## config.mk

```make
export PLATFORM = sky130hd
export DESIGN_NAME = timer_display
export DESIGN_NICKNAME = d
export VERILOG_FILES = /design/src/rtl/timer_display.sv
export SDC_FILE = /design/constraint.sdc
export NUM_CORES = 1
export LEC_CHECK = 0
export BUFFER_PORTS_ARGS = -buffer_cell sky130_fd_sc_hd__buf_2
export CAP_MARGIN = 20
export CORE_ASPECT_RATIO = 1.25
export CORE_MARGIN = 8
export CORE_UTILIZATION = 45
export CTS_CLUSTER_SIZE = 40
export DETAILED_ROUTE_END_ITERATION = 7
export GPL_TIMING_DRIVEN = 0
export HOLD_SLACK_MARGIN = 0.06
export PLACE_DENSITY = 0.67
export SLEW_MARGIN = 25
export SYNTH_ARGS = -nofsm -noshare
export SYNTH_HDL_FRONTEND = slang
export SYNTH_SLANG_ARGS = --single-unit
export TNS_END_PERCENT = 10
```

## constraint.sdc

```tcl
create_clock -name clk -period 6.9 [get_ports clk]
set_input_delay 1.035 -clock clk [delete_from_list [all_inputs] [get_ports clk]]
set_output_delay 1.035 -clock clk [all_outputs]
set_load 0.005 [all_outputs]
```

## src/rtl/timer_display.sv

```systemverilog
// MM:SS front end for a 4-digit common-anode multiplexed 7-segment display.
// Snapshots the timer once per frame, converts to BCD, scans digits and gates the alarm blink.
module timer_display #(
   parameter int SCAN_DIV      = 100000,
   parameter int BLINK_HALF_MS = 250
) (
   input  logic       clk,
   input  logic       rst_n,
   input  logic       tick_1k,
   input  logic       en,
   input  logic [5:0] minutes,
   input  logic [5:0] seconds,
   input  logic       blink,
   output logic [3:0] an,
   output logic [6:0] seg,
   output logic       dp
);

   // state  | meaning
   // ST_ON  | digits may be lit (blink inactive or in its visible phase)
   // ST_OFF | alarm blink dark phase, all outputs blanked

   localparam int SW = $clog2(SCAN_DIV);
   localparam int PW = (BLINK_HALF_MS > 1) ? $clog2(BLINK_HALF_MS) : 1;
   localparam logic [SW-1:0] SCAN_LAST  = SW'(SCAN_DIV - 1);
   localparam logic [PW-1:0] PHASE_LAST = PW'(BLINK_HALF_MS - 1);
   localparam logic [6:0]    SEG_DASH   = 7'b0111111;
   localparam logic [6:0]    SEG_BLANK  = 7'b1111111;

   typedef enum logic {ST_ON = 1'b0, ST_OFF = 1'b1} blink_state_e;

   logic [SW-1:0] scan_cnt_q;
   logic [1:0]    digit_q;
   logic [5:0]    min_q, sec_q;
   blink_state_e  state_q;
   logic [PW-1:0] phase_q;
   logic [3:0]    an_q;
   logic [6:0]    seg_q;
   logic          dp_q;

   logic          scan_tc;
   logic          frame_wrap;
   logic [5:0]    field;
   logic [5:0]    rem;
   logic [3:0]    tens;
   logic [3:0]    bcd_digit;
   logic          blank;
   logic [3:0]    an_d;
   logic [6:0]    seg_d;
   logic          dp_d;

   function automatic logic [6:0] seg_of(input logic [3:0] d);
      case (d)
         4'd0:    seg_of = 7'b1000000;
         4'd1:    seg_of = 7'b1111001;
         4'd2:    seg_of = 7'b0100100;
         4'd3:    seg_of = 7'b0110000;
         4'd4:    seg_of = 7'b0011001;
         4'd5:    seg_of = 7'b0010010;
         4'd6:    seg_of = 7'b0000010;
         4'd7:    seg_of = 7'b1111000;
         4'd8:    seg_of = 7'b0000000;
         4'd9:    seg_of = 7'b0010000;
         default: seg_of = SEG_BLANK;
      endcase
   endfunction

   assign scan_tc    = (scan_cnt_q == SCAN_LAST);
   assign frame_wrap = scan_tc && (digit_q == 2'd3);
   assign field      = digit_q[1] ? min_q : sec_q;

   // Compare-subtract chain: 40/20/10 steps cover every value up to 59.
   always_comb begin
      rem  = field;
      tens = 4'd0;
      if (rem >= 6'd40) begin
         rem  = rem - 6'd40;
         tens = tens + 4'd4;
      end
      if (rem >= 6'd20) begin
         rem  = rem - 6'd20;
         tens = tens + 4'd2;
      end
      if (rem >= 6'd10) begin
         rem  = rem - 6'd10;
         tens = tens + 4'd1;
      end
      bcd_digit = digit_q[0] ? tens : 4'(rem);
   end

   always_comb begin
      blank = !en || (state_q == ST_OFF);
      an_d  = ~(4'b0001 << digit_q);
      seg_d = (field >= 6'd60) ? SEG_DASH : seg_of(bcd_digit);
      dp_d  = (digit_q != 2'd2);
      if (blank) begin
         an_d  = 4'b1111;
         seg_d = SEG_BLANK;
         dp_d  = 1'b1;
      end
   end

   always_ff @(posedge clk) begin
      if (!rst_n) begin
         scan_cnt_q <= '0;
         digit_q    <= 2'd0;
         min_q      <= 6'd0;
         sec_q      <= 6'd0;
         state_q    <= ST_ON;
         phase_q    <= '0;
         an_q       <= 4'b1111;
         seg_q      <= SEG_BLANK;
         dp_q       <= 1'b1;
      end else begin
         scan_cnt_q <= scan_tc ? '0 : scan_cnt_q + 1'b1;
         if (scan_tc) digit_q <= digit_q + 2'd1;
         // Snapshot only at frame boundary so a frame never mixes old and new time.
         if (frame_wrap) begin
            min_q <= minutes;
            sec_q <= seconds;
         end
         if (!blink) begin
            state_q <= ST_ON;
            phase_q <= '0;
         end else if (tick_1k) begin
            if (phase_q == PHASE_LAST) begin
               phase_q <= '0;
               state_q <= (state_q == ST_ON) ? ST_OFF : ST_ON;
            end else begin
               phase_q <= phase_q + 1'b1;
            end
         end
         an_q  <= an_d;
         seg_q <= seg_d;
         dp_q  <= dp_d;
      end
   end

   assign an  = an_q;
   assign seg = seg_q;
   assign dp  = dp_q;

endmodule

```

Word level (Yosys, flattened, before mapping)

Memory sizes are Yosys's and may differ from the RTL's.
Cells that the tools add are included.

Register bits after elaboration: 52
ROM bits: 112
Output and inout bits: 12
Logic and storage cells: 49
Memories kept: 1

Memories:

| name             | words | bits a word | rd ports | clocked after memory_dff | wr ports | RTL line | source |
|---|---|---|---|---|---|---|---|
| (name not given) | 16    | 7           | 1        | 0                        | 0        | 53       | `case (d)` |

Add/subtract/negate cells: 8
Magnitude comparators: 4
Eq/ne operators: 4
Shift-type cells: 1
Mux-type cells: 11
Bitwise logic cells: 2
Reduce and logical (&&, ||, !) cells: 8

Operator list:

| operator                                                              | count |
|---|---|
| 6-bit two-way mux                                                     | 3 |
| 17-bit by 1-bit adder with 17-bit output, second input constant       | 1 |
| 17-bit equality test, second input constant                           | 1 |
| 4-bit two-way mux                                                     | 4 |
| 6-bit >= comparator, second input constant                            | 2 |
| 8-bit by 1-bit adder with 8-bit output, second input constant         | 1 |
| 8-bit equality test, second input constant                            | 1 |
| 8-bit two-way mux                                                     | 1 |
| 7-bit two-way mux                                                     | 1 |
| 6-bit by 4-bit >= comparator with 1-bit output, second input constant | 1 |
| 6-bit by 5-bit >= comparator with 1-bit output, second input constant | 1 |
| 6-bit by 5-bit subtractor with 6-bit output, second input constant    | 1 |
| 6-bit subtractor, second input constant                               | 1 |
| 4-bit by 1-bit adder with 4-bit output, second input constant         | 1 |
| 4-bit by 2-bit adder with 4-bit output, second input constant         | 1 |
| 4-bit inverter                                                        | 1 |
| 2-bit AND reduction                                                   | 2 |
| 2-bit OR reduction                                                    | 2 |
| 1-bit by 2-bit left shift with 4-bit output, first input constant     | 1 |
| 4-bit subtractor, second input constant                               | 1 |
| 3-bit two-way mux                                                     | 1 |
| 3-bit OR reduction                                                    | 1 |
| 2-bit by 1-bit adder with 2-bit output, second input constant         | 1 |
| 2-bit equality test, second input constant                            | 1 |
| 6 further kinds                                                       | 6 |

Longest topological paths before layout

An unclocked memory read counts as a cell.

Word-level depth: 10
Gate-level depth with buffers: 15

Worst setup path after synthesis

Ideal clock, no wire load.

Path type: register -> register
Start: register digit_q[1]
End: register seg_q[6] (netlist: seg[6])
Library setup time: 0.135 ns
Data arrival time: 3.110 ns
Data required time: 6.765 ns
Slack: 3.655 ns
Cell stages (with the launch flop): 16
Path buffers: 2
Clock period less this slack: 3.245 ns
Cell sequence: dfxtp_1 > buf_6 > mux2i_4 > ha_1 > nor2b_1 > a221o_1 > a32oi_4 > inv_2 > ha_1 > nor2_1 > a31oi_1 > o41a_1 > or2_1 > buf_2 > o32ai_1 > a22oi_1

Longest elaborated chain between the ends: 10
Elaborated cells on any way between the ends: 19

RTL lines:

| element                                                                | RTL line | source |
|---|---|---|
| start, declared                                                        | 33       | `logic [1:0] digit_q;` |
| start signal, assigned                                                 | 116      | `if (scan_tc) digit_q <= digit_q + 2'd1;` |
| 6-bit two-way mux (*)                                                  | 70       | `assign field = digit_q[1] ? min_q : sec_q;` |
| 6-bit subtractor or 6-bit >= comparator (tied branches)                | 77, 76   |  |
| 6-bit two-way mux or 3-bit two-way mux (tied branches)                 | 76       | `if (rem >= 6'd40) begin` |
| 6-bit by 5-bit subtractor with 6-bit output (tied with other cells)    | 81       | `rem = rem - 6'd20;` |
| 6-bit two-way mux or 4-bit two-way mux (tied branches)                 | 80       | `if (rem >= 6'd20) begin` |
| 6-bit by 4-bit >= comparator with 1-bit output (tied with other cells) | 84       | `if (rem >= 6'd10) begin` |
| 4-bit two-way mux                                                      | 84       |  |
| 4-bit two-way mux                                                      | 88       | `bcd_digit = digit_q[0] ? tens : 4'(rem);` |
| memory read 16 x 7 bit                                                 | -        |  |
| 7-bit two-way mux (*)                                                  | 94       | `seg_d = (field >= 6'd60) ? SEG_DASH : seg_of(bcd_digit);` |
| end signal, assigned                                                   | 134      | `seg_q <= seg_d;` |
| end, declared                                                          | 38       | `logic [6:0] seg_q;` |

Mark *: on every way between the ends. The rest lies on a longest branch, timed or not.
A chain may end at the register's enable or synchronous reset.

Final worst setup path

Start: register digit_q[1]
End: register seg_q[3] (netlist: seg[3])

Longest elaborated chain between the ends: 9
Elaborated cells on any way between the ends: 19

RTL lines:

| element                                                                | RTL line |
|---|---|
| 6-bit two-way mux (*)                                                  | 70 |
| 6-bit subtractor or 6-bit >= comparator (tied branches)                | 77, 76 |
| 6-bit two-way mux or 3-bit two-way mux (tied branches)                 | 76 |
| 6-bit by 5-bit subtractor with 6-bit output (tied with other cells)    | 81 |
| 6-bit two-way mux or 4-bit two-way mux (tied branches)                 | 80 |
| 6-bit by 4-bit >= comparator with 1-bit output (tied with other cells) | 84 |
| 4-bit two-way mux                                                      | 84 |
| 4-bit two-way mux                                                      | 88 |
| memory read 16 x 7 bit                                                 | - |

Marked as above.

==> results.py <==
metrics = {
    "floorplanning": {
        "die_w_um": 84.9,
        "pin_count": 29,
        "fp.dieH_um": 102,
        "fp.coreArea_um2": 5780,
        "dieArea_um2": 8660,
        "fp-row-count": 31,
        "initial_utilization_pct": 46.2,
    },
    "timing": {
        "rsz0062_at_grt": "no",
        "timing.fmax_ghz": 0.274,
        "worst_pin_slew_ns": 0.681,
        "skew_ns": 0.00584,
        "period_needed_ns": 3.65,
        "hold_viol_final": 0,
        "totalNegativeSetupSlack_ns": 0,
        "hold_ws_ns": 0.466,
        "setup_violations": 0,
        "slew_headroom_pct": 54.2,
        "period_share_pct": 52.9,
        "slew_violations": 0,
    },
    "yosys": {
        "async_reset_ff_share_pct": 0,
        "ys_warn_count": 0,
        "syn-instance-count": 311,
        "synth_cell_type_count": 49,
        "synth_top_area_cell": "dfxtp_1",
        "synth_nets": 343,
        "yosysMostFrequentCell": "dfxtp_1",
        "synth_common_cells": "dfxtp_1 (51), nand2_1 (42), nor2_1 (36)",
        "synth_area_leaders": "dfxtp_1 (38%), ha_1 (7.0%), nand2_1 (5.9%), nor2_1 (5.1%), xor2_1 (3.6%)",
        "ys_seq_area_share_pct": 38.3,
        "avgSynthCellArea_um2": 8.58,
        "synth_edf_count": 0,
        "synth-main-ff-cell": "dfxtp_1",
        "syn_area_um2": 2670,
        "synth_top_area_share_pct": 38.3,
        "ys_ff_latch": 51,
    },
    "power_and_ir_drop": {
        "p_leak_nw": 1.12,
        "ir_worst_vdd_uv": 119,
        "powerDensity_nw_per_um2": 170,
    },
    "layout": {
        "diodes": 0,
        "drive_gt1_share_pct": 14.7,
        "num-nets-final": 377,
        "fillers": 581,
        "final_util_pct": 51.7,
        "syn_to_final_growth_pct": 12.1,
    },
    "routing": {
        "vias_per_cell": 5.36,
        "drcViolationCount": 0,
        "wl_per_cell_um": 12.6,
        "vias": 2208,
        "wl_um": 5180,
        "drtIter0Drc": 60,
        "ant_nets": 0,
        "firstDrtPassIters": 4,
    },
    "worst_setup_path": {
        "crit_chain": "buf_6 > mux2i_4 > ha_1 > nor2b_1 > o2111ai_1 > o211ai_1 > or2_1 > clkbuf_1 > nor3_1 > o31ai_1 > inv_1 > ha_1 > nor3_1 > a21oi_1 > a21oi_1",
        "r2r_slack_ns": 3.25,
        "cp_max_fo": 10,
        "reg2regPathDepth": 15,
        "reg2reg_to": "seg[3]",
        "r2r_start": "digit_q[1]",
        "critPathCapture": "seg[3]",
        "start_kind": "flip-flop",
        "cp_slowest_cell": "o31ai_1",
        "cp.required_ns": 7.13,
        "crit_path_start": "digit_q[1]",
        "slowest_delay_ns": 0.61,
        "critPathKind": "reg2reg",
        "end_kind": "flip-flop",
        "cp_data_arrival_time_ns": 3.89,
    },
    "clocking": {
        "cts_tree": "yes",
        "clk_pin_slew_ns": 0.09,
        "cts_setup_buffers": 0,
        "cts_buffers": 5,
        "h-tree-depth": 2,
        "hold_buffers": 0,
        "clk_latency_ns": 0.30,
        "clockRootBuffer": "clkbuf_8",
        "cts_buffer_depth": 2,
        "ctsResizeCount": 0,
        "cts.sinks": 51,
    },
    "min_path": {
        "min_path_type": "reg2reg",
    },
    "global_routing": {
        "gr-total-overflow": 0,
        "grt.total_usage_pct": 12.3,
        "antenna_found_initial": 0,
        "grt_start_max_net_pins": 16,
        "grt_pass1_wl_um": 8880,
        "grt_pass1_vias": 2085,
    },
    "place": {
        "port_buffers": 27,
        "dp_hpwl_um": 3970,
        "place.gp.congestion": 0.814,
    },
    "run_status": {
        "status": "finished, final reports clean",
    },
    "flow_run": {
        "max-cap-violations": 0,
    },
}
## per-stage QoR
stage | total power [W] | cell area [µm²] | cells | setup slack, ns
final | 0.000508 | 2990 | 412 | 3.25
after CTS | 0.000515 | 2990 | 412 | 3.23
after global routing | 0.000531 | 2990 | 412 | 2.79
after global placement | 0.000328 | 2890 | 404 | 3.27
after detailed placement | 0.000328 | 2890 | 404 | 3.24
after floorplan | 0.000318 | 2670 | 311 | 3.65
## flip-flops by register name, indices dropped and copies added, names as in the netlist
signal,cells
sec_q,6
dp,1
state_q,1
phase_q,8
seg,7
min_q,6
digit_q,2
an,3
scan_cnt_q,17
## area by class of cell
cell class / instances / area (µm²) / share of cell area (%)
multi-input cells: 236 / 1540 / 51.7
plain buffers: 12 / 57.6 / 1.93
clock buffers: 7 / 96.3 / 3.22
inverters: 12 / 45.0 / 1.51
clock inverters: 1 / 7.51 / 0.251
well taps: 66 / 82.6 / 2.76
flip-flops and latches: 51 / 1020 / 34.2
repair buffers: 27 / 135 / 4.52
## metal layers
metal	up-vias	part of all wire, %	wire [µm]	track usage [%]
met1	1022	42	2180	12.5
met4	0	1.3	67	3.85
met5	-	0	0	0
met2	27	54	2780	24.2
met3	7	2.8	146	2.90
li1	1152	-	-	-
## worst min-delay path by stage
stage | startpoint | endpoint | slack [ns] | depth (start not counted)
4_1_cts | sec_q[0] | sec_q[0] | 0.47 | 2
6_report | sec_q[0] | sec_q[0] | 0.47 | 2
2_1_floorplan | min_q[1] | min_q[1] | 0.44 | 2
3_3_place_gp | min_q[1] | min_q[1] | 0.45 | 2
5_1_grt | sec_q[0] | sec_q[0] | 0.49 | 2
3_5_place_dp | sec_q[0] | sec_q[0] | 0.45 | 2
## placed cells by master (no fill, tap or decap), drive strengths merged, types with 11 or more instances in the layout
master / synthesis / final
nand2: 42 / 42
clkbuf: 9 / 16
a21oi: 15 / 15
dfxtp: 51 / 51
xor2: 11 / 11
inv: 12 / 12
nor2: 36 / 36
ha: 15 / 15
o21ai: 11 / 11
a21boi: 12 / 12
buf: 3 / 30
nand3: 13 / 13
## critical path: cells and delay by family (launching register included)
kind	cells	cell delay (ns)
adders and majority gates	2	0.58
and+or+nand+nor	4	0.66
muxes	1	0.34
buffers and inverters	3	0.57
DFF	1	0.37
AOI/OAI and AO/OA	5	1.06
## cell families (layout without fill, tap and decap cells)
logic type	count (synthesis)	after routing	synth area share [%]
AND/OR/NAND/NOR	131	131	22.9
multiplexers	12	12	5.91
AO/OA/AOI/OAI	58	58	15.5
flip-flops	51	51	38.3
buffers and inverters	24	59	3.85
adder cells (fa/ha/maj)	15	15	7.04
XOR/XNOR	20	20	6.57
## power breakdown
part / switching [W] / leakage [nW] / total (W) / internal, W
registers: 0.00000249 / 0.414 / 0.000301 / 0.000298
logic: 0.0000108 / 0.652 / 0.0000204 / 0.00000957
clock network: 0.0000951 / 0.0505 / 0.000186 / 0.0000913
No activity file was read; power rests on OpenSTA's default activity.
